[config.mk]
export PLATFORM = sky130hd
export DESIGN_NAME = stopwatch_counter
export DESIGN_NICKNAME = d
export VERILOG_FILES = /design/src/rtl/stopwatch_counter_pkg.sv /design/src/rtl/stopwatch_counter_debounce_pulse.sv /design/src/rtl/stopwatch_counter.sv
export SDC_FILE = /design/constraint.sdc
export NUM_CORES = 1
export LEC_CHECK = 0
export CAP_MARGIN = 20
export CORE_MARGIN = 2
export CORE_UTILIZATION = 43
export DETAILED_ROUTE_END_ITERATION = 8
export SETUP_SLACK_MARGIN = 0.05
export SKIP_CTS_REPAIR_TIMING = 1
export SYNTH_ARGS = -nofsm -noshare
export SYNTH_HDL_FRONTEND = slang
export SYNTH_HIERARCHICAL = 1
export SYNTH_SLANG_ARGS = --single-unit
export TNS_END_PERCENT = 50
[constraint.sdc]
create_clock -name clk -period 1.8 [get_ports clk]
set_input_delay 0.36 -clock clk [delete_from_list [all_inputs] [get_ports clk]]
set_output_delay 0.36 -clock clk [all_outputs]
set_load 0.01 [all_outputs]
[src/rtl/stopwatch_counter_pkg.sv]
// rtl/stopwatch_counter_pkg.sv - BCD widths, digit limits and two-digit increment helpers
package stopwatch_counter_pkg;

    localparam int BCD_W        = 4;
    localparam int SEC_TENS_MAX = 5;
    localparam int DIGIT_MAX    = 9;
    localparam int MIN_MAX      = 99;

    typedef logic [BCD_W-1:0] bcd_t;

    typedef struct packed {
        bcd_t hi;
        bcd_t lo;
    } bcd_pair_t;

    // Saturating compares keep an out-of-range digit from ever counting past its limit.
    function automatic logic bcd_pair_at_max(input bcd_t hi, input bcd_t lo, input bcd_t hi_max);
        return (lo >= bcd_t'(DIGIT_MAX)) && (hi >= hi_max);
    endfunction

    function automatic bcd_pair_t bcd_pair_next(input bcd_t hi, input bcd_t lo, input bcd_t hi_max);
        bcd_pair_t r;
        r.hi = hi;
        r.lo = lo + bcd_t'(1);
        if (lo >= bcd_t'(DIGIT_MAX)) begin
            r.lo = '0;
            if (hi >= hi_max) begin
                r.hi = '0;
            end else begin
                r.hi = hi + bcd_t'(1);
            end
        end
        return r;
    endfunction

endpackage

[src/rtl/stopwatch_counter_debounce_pulse.sv]
// rtl/stopwatch_counter_debounce_pulse.sv - button synchronizer, debounce filter and press pulse
module debounce_pulse #(
    parameter int DEBOUNCE_CYCLES = 1_000_000,
    parameter int SYNC_STAGES     = 2
) (
    input  logic clk,
    input  logic rst,
    input  logic i_btn,
    output logic o_pulse
);

    localparam int CNT_W = (DEBOUNCE_CYCLES > 1) ? $clog2(DEBOUNCE_CYCLES) : 1;
    localparam logic [CNT_W-1:0] CNT_LAST = CNT_W'(DEBOUNCE_CYCLES - 1);

    logic [SYNC_STAGES-1:0] r_sync;
    logic [SYNC_STAGES-1:0] r_fill;
    logic [CNT_W-1:0]       r_cnt;
    logic                   r_level;
    logic                   r_level_d;
    logic                   r_armed;
    logic                   w_synced;
    logic                   w_fill_done;

    assign w_synced    = r_sync[SYNC_STAGES-1];
    assign w_fill_done = r_fill[SYNC_STAGES-1];

    always_ff @(posedge clk) begin
        if (rst) begin
            r_sync    <= '0;
            r_fill    <= '0;
            r_cnt     <= '0;
            r_level   <= 1'b0;
            r_level_d <= 1'b0;
            r_armed   <= 1'b0;
        end else begin
            r_sync[0] <= i_btn;
            r_fill[0] <= 1'b1;
            for (int i = 1; i < SYNC_STAGES; i++) begin
                r_sync[i] <= r_sync[i-1];
                r_fill[i] <= r_fill[i-1];
            end

            if (w_synced == r_level) begin
                r_cnt <= '0;
            end else if (r_cnt == CNT_LAST) begin
                r_level <= w_synced;
                r_cnt   <= '0;
            end else begin
                r_cnt <= r_cnt + 1'b1;
            end

            r_level_d <= r_level;

            // A button held through reset must be seen released before its next press counts.
            if (w_fill_done && !w_synced && !r_level) begin
                r_armed <= 1'b1;
            end
        end
    end

    assign o_pulse = r_level & ~r_level_d & r_armed;

endmodule

[src/rtl/stopwatch_counter.sv]
// rtl/stopwatch_counter.sv - MM:SS BCD stopwatch with run/pause, clear and minute/second adjust
module stopwatch_counter
    import stopwatch_counter_pkg::*;
#(
    parameter int DEBOUNCE_CYCLES = 1_000_000,
    parameter int SYNC_STAGES     = 2
) (
    input  logic             clk,
    input  logic             rst,
    input  logic             tick_1hz,
    input  logic             tick_2hz,
    input  logic             adj,
    input  logic             sel,
    input  logic             pause_btn,
    input  logic             reset_btn,
    output logic [BCD_W-1:0] units,
    output logic [BCD_W-1:0] tens,
    output logic [BCD_W-1:0] hundreds,
    output logic [BCD_W-1:0] thousands,
    output logic             running
);

    bcd_t      r_units;
    bcd_t      r_tens;
    bcd_t      r_hundreds;
    bcd_t      r_thousands;
    logic      r_running;

    logic      w_pause_p;
    logic      w_clr_p;
    bcd_pair_t w_sec_next;
    bcd_pair_t w_min_next;
    logic      w_sec_wrap;

    debounce_pulse #(
        .DEBOUNCE_CYCLES(DEBOUNCE_CYCLES),
        .SYNC_STAGES    (SYNC_STAGES)
    ) u_pause_db (
        .clk    (clk),
        .rst    (rst),
        .i_btn  (pause_btn),
        .o_pulse(w_pause_p)
    );

    debounce_pulse #(
        .DEBOUNCE_CYCLES(DEBOUNCE_CYCLES),
        .SYNC_STAGES    (SYNC_STAGES)
    ) u_clear_db (
        .clk    (clk),
        .rst    (rst),
        .i_btn  (reset_btn),
        .o_pulse(w_clr_p)
    );

    assign w_sec_next = bcd_pair_next(r_tens, r_units, bcd_t'(SEC_TENS_MAX));
    assign w_sec_wrap = bcd_pair_at_max(r_tens, r_units, bcd_t'(SEC_TENS_MAX));
    assign w_min_next = bcd_pair_next(r_thousands, r_hundreds, bcd_t'(MIN_MAX / 10));

    always_ff @(posedge clk) begin
        if (rst) begin
            r_units     <= '0;
            r_tens      <= '0;
            r_hundreds  <= '0;
            r_thousands <= '0;
            r_running   <= 1'b1;
        end else begin
            if (w_pause_p) begin
                r_running <= ~r_running;
            end

            // Increment decisions use r_running as registered, before any toggle this cycle.
            if (w_clr_p) begin
                r_units     <= '0;
                r_tens      <= '0;
                r_hundreds  <= '0;
                r_thousands <= '0;
            end else if (!adj && tick_1hz && r_running) begin
                r_tens  <= w_sec_next.hi;
                r_units <= w_sec_next.lo;
                if (w_sec_wrap) begin
                    r_thousands <= w_min_next.hi;
                    r_hundreds  <= w_min_next.lo;
                end
            end else if (adj && tick_2hz) begin
                if (sel) begin
                    r_tens  <= w_sec_next.hi;
                    r_units <= w_sec_next.lo;
                end else begin
                    r_thousands <= w_min_next.hi;
                    r_hundreds  <= w_min_next.lo;
                end
            end
        end
    end

    assign units     = r_units;
    assign tens      = r_tens;
    assign hundreds  = r_hundreds;
    assign thousands = r_thousands;
    assign running   = r_running;

endmodule

==> reports/results.txt <==
max-slew violation count: 0
worst path arrival time: 2010 ps
final setup vio count: 0
crit start category: flip-flop
DRC: 0
hold crit path type: reg -> reg
Clock Latency Late Sink: 340 ps
synth unique cells: 51
Reg2Reg Depth: 7
Final Instance Count excl. Fillers: 529
required time of the critical path: 2040 ps
met1 Track Usage GR: 20.3%
main flop type after synthesis: dfxtp_1
Peak supply drop: 0.000400 V
post-synthesis sequential area ratio: 42.8%
I/O pin cnt: 25
placeable core area: 0.00761 sq mm
Yosys warnings: 6
Remaining Overflow, GRT: 0
internal power: 0.00265 W
share of post-route cells with drive strength above 1: 21.5%
Area Overhead vs Synth: 28.2%
Filler cells: 672
Post-Synth Adder-Cell Area: 5.27%
vias in the first global route: 2570
maximum fanout along the worst path: 6
outcome: finished, final reports clean
Clock transition at path regs: 80 ps
DRT iter0 DRCs: 66
Die Y: 91.9 um
fmax: 0.568 GHz
CP Capture Type: flip-flop
Worst setup startpoint: units[0]
switching share of power: 20.4%
Syn Std Cell Area: 0.00332 sq mm
worst reg2reg setup slack: 40 ps
reg2reg end: thousands[2]
global-route wire length before repair: 11000 um
largest net degree at the start of global routing: 20
Leak: 1.64 nW
clock power share: 46.2%
GRT busiest layer: met2
crit path kind: reg -> reg
clk root buf: clkbuf_8
Placement Cell Area: 0.00389 sq mm
largest family of logic cells by synthesized area: simple AND/OR/NAND/NOR gates
gate count after technology mapping: 360
post-synthesis register bit count: 71
initial antenna violation count: 0
simple-gate share of the synthesized area: 28.4%
Synth async-reset ratio: 0%
Slew HR: 64.8%
final hold violations: 0
Cell Pwr Density: 780 mW/mm^2
crit path to: thousands[2]
multiplexer share of the synthesized area: 0.903%
die area: 0.00845 sq mm
Initial Util: 43.7%
DR WL/cell: 11.8 um
max cap viols: 0
hold_ws: 440 ps
Diodes inserted: 0
final worst-path cycle share: 97.9%
Setup TNS: 0 ps
# H-tree levels: 3
sequential power share: 48.2%
GR Util met2: 25.1%
Antenna Nets Post-Route: 0
combinational power share: 5.6%
die width: 91.9 um
RSZ-0062 raised after global routing: yes
Total Wirelength: 6260 um
mean number of vias per cell: 5.02
RD Place Congestion: 0.782
DR vias: 2658
Critical R2R Launch: units[0]
First-pass DRT Iterations: 4
Psw: 0.000679 W
Row Count: 32
I/O Buffers: 24
hpwl dp: 4410 um
TritonCTS clock tree: done
placed insts: 509
clock buffer count from CTS: 9
Final Cell Area: 0.00426 sq mm
minimum clock period: 1760 ps
Worst Tran Pin Value: 527 ps
M3 GR Usage: 4.11%
syn nets: 382
XOR/XNOR Fraction of Synth Area: 8.17%
fraction of the mapped netlist area in compound gates: 10.2%
number of synthesized flops with an enable pin: 0
CTS sink cnt: 71
Layout Skew: 10.3 ps
Nets: 444
Final Core Density: 56.0%
GRT Resource Usage Total: 15.8%
Avg Inst Size Synth: 9.23 sq um
clk buf depth: 2
## sequential cells by signal, summed over array words and instances, names as in the netlist
register              cells
hundreds                  4
running                   1
tens                      4
thousands                 4
u_clear_db/r_armed        1
u_clear_db/r_cnt         20
u_clear_db/r_fill         2
u_clear_db/r_level        1
u_clear_db/r_level_d      1
u_clear_db/r_sync         2
u_pause_db/r_armed        1
u_pause_db/r_cnt         20
u_pause_db/r_fill         2
u_pause_db/r_level        1
u_pause_db/r_level_d      1
u_pause_db/r_sync         2
units                     4
## synth_stat cells, types with 8 or more instances
master / number / area share (%)
dfxtp_1: 71 / 43
nor2_1: 49 / 5.5
xor2_1: 24 / 6.3
nand3_1: 19 / 2.9
a21oi_1: 18 / 2.7
nand2_1: 18 / 2.0
inv_1: 15 / 1.7
ha_1: 14 / 5.3
nand4_1: 12 / 2.3
and3_1: 9 / 1.7
nor2b_1: 9 / 1.7
and2_1: 8 / 1.5
o21ai_0: 8 / 1.2
## metrics by stage
stage | total power (W) | worst slack [ps]
2_1_floorplan | 0.00172 | 51.8
3_3_place_gp | 0.00179 | -134
3_5_place_dp | 0.00180 | -179
4_1_cts | 0.00334 | -35.6
5_1_grt | 0.00347 | -60.2
6_report | 0.00333 | 38.0
## logic make-up after synthesis
logic type	Yosys count
XOR/XNOR	31
multiplexers	3
buffers and inverters	27
AO/OA/AOI/OAI	49
flip-flops	71
adder cells (fa/ha/maj)	14
AND/OR/NAND/NOR	165
## placed cells by master (no fill, tap or decap), types with 4 or more instances in the layout
cell             netlist  routed
nand3_1               19      19
o21ai_0                8       8
dfxtp_1               71      64
nor2b_1                9       9
ha_1                  14      11
nand4_1               12      12
clkdlybuf4s50_1        0      20
dfxtp_2                0       6
a21oi_1               18      18
inv_1                 15      13
and3_1                 9       9
or3_1                  5       5
buf_4                  2      35
clkbuf_8               0      10
xor2_1                24      24
dlymetal6s2s_1         0       4
o31ai_1                7       7
nor2_1                49      49
nand2_1               18      18
or4_1                  6       6
xnor2_1                7       7
and2_1                 8       7
## layout make-up
type | count | area [sq um] | share of cell area [%]
multi-input cells | 262 | 1820 | 42.8
flip-flops and latches | 71 | 1430 | 33.6
repair buffers | 63 | 576 | 13.5
clock buffers | 10 | 138 | 3.23
well taps | 102 | 128 | 2.99
clock inverters | 6 | 108 | 2.52
inverters | 15 | 58.8 | 1.38
## power groups by stage
stage          Combinational (W)  Sequential, W  Clock (W)
6_report                0.000187        0.00160    0.00154
5_1_grt                 0.000207        0.00160    0.00166
4_1_cts                 0.000160        0.00160    0.00158
3_5_place_dp            0.000159        0.00164          0
3_3_place_gp            0.000157        0.00164          0
2_1_floorplan          0.0000771        0.00164          0
## worst max-delay path, cell delays in order, from the launching register on
cell and delay (ps):
dfxtp_4 370, inv_4 40, ha_4 140, nor3b_4 140
nand2b_4 150, o32ai_4 410, o211ai_1 140, a32o_2 290
## worst min path at each step
stage	start	endpoint	slack [ps]	depth (start not counted)
after detailed placement	u_pause_db/r_fill[0]	u_pause_db/r_fill[1]	430	1
after CTS	u_clear_db/r_fill[0]	u_clear_db/r_fill[1]	450	1
after floorplan	u_clear_db/r_fill[0]	u_clear_db/r_fill[1]	410	1
final	u_clear_db/r_fill[0]	u_clear_db/r_fill[1]	440	1
after global routing	u_clear_db/r_fill[0]	u_clear_db/r_fill[1]	450	1
after global placement	u_pause_db/r_fill[0]	u_pause_db/r_fill[1]	420	1
## routing by layer
metal | up-vias | share of wire [%]
li1 | 1374 | -
met1 | 1228 | 51
met2 | 43 | 44
met3 | 13 | 3.3
met4 | 0 | 1.9
met5 | - | 0
(Power assumes the default switching activity.)
